--- src/rtl/mult_sequencer.sv ---
// mult_sequencer: drives a run of multiplier launches with consecutive operands
// (base, base+1, ...), collects each product, and hands it to a consumer over a
// valid/ready handshake. A launch that never sees mult_done within TIMEOUT wait
// cycles aborts the run and raises a sticky error flag.
module mult_sequencer #(
    parameter int W_A      = 7,
    parameter int W_PP     = 11,
    parameter int INIT_CYC = 2,
    parameter int TIMEOUT  = 32
) (
    input  logic            clk,
    input  logic            reset,
    input  logic            start,
    input  logic [W_A-1:0]  base,
    input  logic [3:0]      count,
    input  logic [W_PP-1:0] mult_pp,
    input  logic            mult_done,
    output logic [W_A-1:0]  mult_A,
    output logic            mult_init,
    output logic [W_PP-1:0] col_data,
    output logic            col_valid,
    input  logic            col_ready,
    output logic            busy,
    output logic            finished,
    output logic            err
);

    localparam int IW = $clog2(INIT_CYC + 1);
    localparam int TW = $clog2(TIMEOUT + 1);
    localparam logic [IW-1:0] INIT_LAST = IW'(INIT_CYC - 1);
    localparam logic [TW-1:0] WAIT_LAST = TW'(TIMEOUT - 1);

    typedef enum logic [2:0] {
        S_IDLE,
        S_LAUNCH,
        S_WAIT,
        S_HOLD,
        S_NEXT
    } state_t;

    state_t          state;
    logic [W_A-1:0]  operand;
    logic [3:0]      remaining;
    logic [IW-1:0]   init_cnt;
    logic [TW-1:0]   wait_cnt;

    // The operand register is the multiplier input; it only changes in IDLE and NEXT.
    assign mult_A = operand;

    // Sequencer FSM with all outputs registered.
    // NOTE: every register here uses non-blocking assignment so all updates in a
    // clock edge see the pre-edge values, regardless of statement order.
    always_ff @(posedge clk or negedge reset) begin
        if (!reset) begin
            state     <= S_IDLE;
            operand   <= '0;
            remaining <= '0;
            init_cnt  <= '0;
            wait_cnt  <= '0;
            col_data  <= '0;
            col_valid <= 1'b0;
            mult_init <= 1'b0;
            busy      <= 1'b0;
            finished  <= 1'b0;
            err       <= 1'b0;
        end else begin
            // finished is a single-cycle pulse unless a branch below raises it.
            finished <= 1'b0;
            case (state)
                S_IDLE: begin
                    if (start) begin
                        operand   <= base;
                        remaining <= count;
                        err       <= 1'b0;
                        if (count != 4'd0) begin
                            state     <= S_LAUNCH;
                            mult_init <= 1'b1;
                            busy      <= 1'b1;
                            init_cnt  <= '0;
                        end else begin
                            finished <= 1'b1;
                        end
                    end
                end
                S_LAUNCH: begin
                    if (init_cnt == INIT_LAST) begin
                        mult_init <= 1'b0;
                        wait_cnt  <= '0;
                        state     <= S_WAIT;
                    end else begin
                        init_cnt <= init_cnt + IW'(1);
                    end
                end
                S_WAIT: begin
                    if (mult_done) begin
                        col_data  <= mult_pp;
                        col_valid <= 1'b1;
                        state     <= S_HOLD;
                    end else if (wait_cnt == WAIT_LAST) begin
                        // Abort: no product, no finished pulse, error stays until next start.
                        err   <= 1'b1;
                        busy  <= 1'b0;
                        state <= S_IDLE;
                    end else begin
                        wait_cnt <= wait_cnt + TW'(1);
                    end
                end
                S_HOLD: begin
                    if (col_ready) begin
                        col_valid <= 1'b0;
                        state     <= S_NEXT;
                    end
                end
                S_NEXT: begin
                    remaining <= remaining - 4'd1;
                    operand   <= operand + W_A'(1);
                    if (remaining == 4'd1) begin
                        finished <= 1'b1;
                        busy     <= 1'b0;
                        state    <= S_IDLE;
                    end else begin
                        mult_init <= 1'b1;
                        init_cnt  <= '0;
                        state     <= S_LAUNCH;
                    end
                end
                default: begin
                    state <= S_IDLE;
                end
            endcase
        end
    end

endmodule

--- config.mk ---
export PLATFORM = sky130hd
export DESIGN_NAME = mult_sequencer
export DESIGN_NICKNAME = d
export VERILOG_FILES = /design/src/rtl/mult_sequencer.sv
export SDC_FILE = /design/constraint.sdc
export NUM_CORES = 1
export LEC_CHECK = 0
export ABC_AREA = 0
export CORE_MARGIN = 3
export CORE_UTILIZATION = 44
export CTS_BUF_LIST = sky130_fd_sc_hd__clkbuf_8 sky130_fd_sc_hd__clkbuf_16
export DETAILED_ROUTE_END_ITERATION = 16
export PLACE_DENSITY = 0.75
export REMOVE_ABC_BUFFERS = 1
export SLEW_MARGIN = 20
export SYNTH_ARGS = -nofsm -noshare
export SYNTH_HDL_FRONTEND = slang
export SYNTH_SLANG_ARGS = --single-unit
--- constraint.sdc ---
create_clock -name clk -period 1.4 [get_ports clk]
set_input_delay 0.28 -clock clk [delete_from_list [all_inputs] [get_ports clk]]
set_output_delay 0.28 -clock clk [all_outputs]
set_load 0.05 [all_outputs]
# ---- Yosys cells after proc, flatten, opt, wreduce, memory -nomap -nowiden
# Index checks and enable logic that the tools add are counted.
dict set report op_classes {
  mux 41
  mul 0
  shifts 0
  n_lt_le_gt_ge 0
  n_reduce_logical 17
  n_addsub 4
  bitwise_logic 0
  div 0
  n_eq_ne 19
}
# cell n
set op_table {}
lappend op_table {{inequality test 2 bit (second input constant)} 11}
lappend op_table {{2-to-1 mux 3 bit} 6}
lappend op_table {{2-to-1 mux 6 bit} 3}
lappend op_table {{2-to-1 mux 1 bit} 16}
lappend op_table {{one-hot mux 3 bit (5 select lines)} 1}
lappend op_table {{AND reduction 5 bit} 3}
lappend op_table {{one-hot mux 7 bit (2 select lines)} 1}
lappend op_table {{one-hot mux 6 bit (2 select lines)} 1}
lappend op_table {{2-to-1 mux 2 bit} 4}
lappend op_table {{one-hot mux 4 bit (2 select lines)} 1}
lappend op_table {{AND reduction 4 bit} 2}
lappend op_table {{nonzero test 2 bit} 4}
lappend op_table {{adder 7 x 1 -> 7 bit (second input constant)} 1}
lappend op_table {{2-to-1 mux 7 bit} 1}
lappend op_table {{adder 6 x 1 -> 6 bit (second input constant)} 1}
lappend op_table {{equality test 3 x 2 -> 1 bit (second input constant)} 2}
lappend op_table {{equality test 6 x 5 -> 1 bit (second input constant)} 1}
lappend op_table {{one-hot mux 1 bit (2 select lines)} 3}
lappend op_table {{one-hot mux 1 bit (3 select lines)} 2}
lappend op_table {{one-hot mux 2 bit (3 select lines)} 1}
lappend op_table {{AND reduction 6 bit} 1}
lappend op_table {{nonzero test 3 bit} 2}
lappend op_table {{equality test 4 x 1 -> 1 bit (second input constant)} 1}
lappend op_table {{2-to-1 mux 4 bit} 1}
lappend op_table {{other kinds (10)} 11}
dict set report totals {
  mem_bits_ro 0
  mem_bits_rw 0
  output_inout_bits 23
  word_cells 92
  memories 0
  regBits 38
  latch_bits 0
}

# ---- Logic depth before layout (Yosys ltp)
dict set report logic_depth {
  word_depth 4
  depth_mapped 7
  depth_no_buf 6
}

# ---- Least setup slack after synthesis
# No wires, ideal clock.
dict set report synth_path {
  path_kind {reg-to-reg}
  from {register operand[0], in the netlist mult_A[0]}
  to {register operand[6], in the netlist mult_A[6]}
  n_path_buf 0
  required_ns 1.274
  slack_ns -0.357
  arrival_ns 1.631
  synth_period_minus_slack_ns 1.757
  stages_incl_launch_ff 6
  path_cell_list {dfrtp_1 -> ha_1 -> and3_1 -> and3_1 -> nor3b_1 -> a221o_1}
}
dict set report synth_between {
  elab_chain_cells 2
}
# element line_no
set synth_lines {}
lappend synth_lines {{start: declaration} 42} ;# logic [W_A-1:0] operand;
lappend synth_lines {{start signal: assignment} 72} ;# operand <= base;
lappend synth_lines {{start signal: assignment} 116} ;# operand <= operand + W_A'(1);
lappend synth_lines {{adder 7 x 1 -> 7 bit} 116}
lappend synth_lines {{one-hot mux 7 bit (2 select lines)} 69} ;# case (state)
# No other way between the ends.
# A chain may end at the register's enable or synchronous reset.

# ---- Final worst setup path
dict set report layout_path {
  from {register state[0]}
  to {register operand[6], in the netlist mult_A[6]}
}
dict set report layout_between {
  elab_chain_cells 3
}
# element line_no
set layout_lines {}
lappend layout_lines {{start: declaration} 41} ;# state_t state;
lappend layout_lines {{start signal: assignment} 55} ;# state <= S_IDLE;
lappend layout_lines {{start signal: assignment} 76} ;# state <= S_LAUNCH;
lappend layout_lines {{start signal: assignment} 89} ;# state <= S_WAIT;
lappend layout_lines {{equality test 3 bit / logical NOT 3 bit (equally long branches)} 69}
lappend layout_lines {{nonzero test 2 bit (no line) / inequality test 2 bit (equally long branches)} --}
lappend layout_lines {{AND reduction 2 bit (no line)} --}
# Parallel ways exist; a longest one is shown, timed or not.

==> run_results.csv <==
group,metric,value,unit
timing,tns,-2.90,ns
clocking,cts_made_buffers,5,
worst_setup_path,end_kind,"flip-flop",
worst_setup_path,worstPathCellList,"or3b_4 -> nand2_4 -> o21ai_2 -> a221o_1",
cells_and_area,drive_above_1_share,51.2,%
timing,period_share,112,%
yosys,synth_seq_cells,38,
yosys,yosys.area.top_type,"dfrtp_1",
clocking,cts_tree,"yes",
yosys,synth-edff-count,0,
worst_setup_path,required,1.59,ns
worst_setup_path,max_stage_delay,0.51,ns
grt,grt_max_degree,39,
clocking,clk_latency,0.30,ns
placed_design,place_hpwl,4210,um
yosys,synthFlopType,"dfrtp_1",
power_and_ir_drop,p_leak,1.59,nW
floorplan,die_w,73.5,um
floorplan,core-area,4200,um^2
clocking,htree_levels,2,
clocking,cts_buffer_depth,2,
yosys,yosysUniqueCellTypes,46,
power_and_ir_drop,power_density,2300,nW/um^2
floorplan,row_count,23,
cells_and_area,fill_cells,197,
worst_setup_path,start_kind,"flip-flop",
timing,fmax,640,MHz
hold_path,hold_path_class,"input pin to flip-flop",
cells_and_area,final_cell_mix,"buf_4, dfrtp_1, buf_12",
worst_setup_path,cpLargestDelayFamily,"simple AND/OR/NAND/NOR gates",
timing,slew_viol_final,0,
timing,skew,0.00754,ns
placed_design,routabilityCongestion,0.950,
timing,setup_ws,-0.162,ns
grt,grt_pass1_wl,10500,um
run_status,violations,"negative setup slack",
floorplan,die_height,73.5,um
worst_setup_path,crit_path_max_fanout,8,
yosys,synth_area_leaders,"dfrtp_1, mux2_1, ha_1",
timing,setup_viol,32,
floorplan,ios,50,
clocking,cts_root_buffer,"clkbuf_8",
timing,tightest_slew,0.308,ns
timing,finalHoldViolCount,0,
yosys,synth_top_area_share,47.4,%
run_status,status,"finished with violations",
yosys,ys_async_sr_fraction,100,%
timing,rsz0062_at_grt,"yes",
yosys,synth_area,2000,um^2
drt,routed_wl,7110,um
yosys,syn_avg_cell_area,10.0,um^2
cells_and_area,final_common_cell,"buf_4",
worst_setup_path,crit_buf_inv,0,
clocking,cts.sinks,38,
floorplan,initial_core_util,47.7,%
grt,grt_pass1_vias,2162,
drt,post_drt_wl_per_cell,20.1,um
drt,drt_iter0_drc,125,
drt,antenna_left,0,
placed_design,dp_slack,-0.559,ns
floorplan,die_area,5400,um^2
yosys,yosys_warnings,0,
drt,dr.pass1.iters,4,
grt,track_usage,25.7,%
yosys,yosysSeqAreaShare,47.4,%
grt,overflow,0,
yosys,syn_inst,200,
placed_design,portBuffers,49,
timing,slew-limit-headroom,79.2,%
worst_setup_path,path_class,"flip-flop to flip-flop",
run,cap_violations,0,
clocking,cts.clk_slew.worst_paths,0.08,ns
drt,drc,0,
worst_setup_path,crit_path_top_delay_cell,"dfrtp_2",
cells_and_area,num-nets-final,334,
timing,period_needed,1.56,ns
cells_and_area,area_growth,79.6,%
power_and_ir_drop,ir_drop,1690,uV
drt,vias,2090,
drt,vias_per_cell,5.92,
worst_setup_path,arrival,1.75,ns
cells_and_area,antennaDiodeCount,0,
grt,antenna_found_initial,0,
## repair_timing
item | 4_1_cts | 5_1_grt
resized for setup | 54 | 42
pin swaps | 20 | 22
endpoints found under the hold margin | 38 | 0
buffers inserted | 6 | 4
setup endpoints to repair | 35 | 36
hold buffers | 1 | 0
## flip-flops by register name, indices dropped and copies added (netlist names)
signal and count:
remaining 4, col_data 11, init_cnt 2, err 1, wait_cnt 6, mult_A 7, mult_init 1, busy 1
state 3, col_valid 1, finished 1
## cell usage after synthesis (all sizes together), types with 2 or more instances
library cell,number
a21oi,8
a221o,3
a221oi,2
a22oi,3
and2,3
and3,6
buf,7
clkbuf,4
dfrtp,38
ha,5
inv,9
mux2,12
mux2i,4
nand2,17
nand2b,3
nand3,6
nand4,2
nor2,15
nor3,4
nor3b,5
nor4,2
o211ai,2
o21a,3
o21ai,17
o22ai,4
or3,2
or3b,2
## metrics by stage
step,hold slack (ns),util [%],power (mW),std cells,cell area [um^2]
global placement,0.259,73.9,6.45,335,3100
CTS,0.401,81.1,7.82,349,3410
detailed placement,0.263,73.9,6.62,335,3100
global route,0.355,85.7,8.64,353,3600
finish,0.358,85.7,8.28,353,3600
floorplan,-0.0156,-,4.08,189,1950
## report_power, final
part / switching (mW) / internal (mW) / total [mW]
Clock: 0.395 / 0.390 / 0.785
Combinational: 2.61 / 2.74 / 5.35
Sequential: 0.590 / 1.56 / 2.15
Total: 3.60 / 4.69 / 8.28
## cell families after synthesis
| group | after synthesis | share of synthesized area (%) |
|---|---|---|
| xor gates and xnor gates | 1 | 0.437 |
| AOI/OAI and AO/OA | 50 | 16.7 |
| buffers and inverters | 20 | 4.49 |
| adders and majority gates | 5 | 3.12 |
| muxes | 16 | 8.74 |
| DFF | 38 | 47.4 |
| and+or+nand+nor | 70 | 19.1 |
## final timing paths
check	start	end	slack, ns	cells after the start
max	state[0]	mult_A[6]	-0.16	4
min	count[2]	remaining[2]	0.36	3
max reg2reg	state[0]	mult_A[6]	-0.16	4
min reg2reg	init_cnt[1]	init_cnt[1]	0.49	1
max in group asynchronous	reset	state[1]	0.72	3
min in group asynchronous	reset	init_cnt[0]	0.46	3
## tightest hold or removal path: stages
cell      delay [ns]
clkbuf_2        0.11
nor2_1          0.16
a311oi_2        0.07
## area by class of cell
class	instances	area (um^2)	share of cell area [%]
inverter	9	37.5	1.04
tap	50	62.6	1.74
clock buffer	6	82.6	2.29
multi-input combinational	142	1250	34.7
timing repair buffer	106	1200	33.5
clock inverter	2	8.76	0.243
sequential	38	955	26.5
## layer usage
metal / vias up / wire (um) / GRT usage, %
met2: 96 / 3670 / 43.2
met1: 1033 / 2730 / 30.6
met4: 0 / 293 / 12.5
met5: - / 0 / 0
li1: 930 / - / -
met3: 31 / 424 / 6.29
Power figures use the tool's default switching activity.
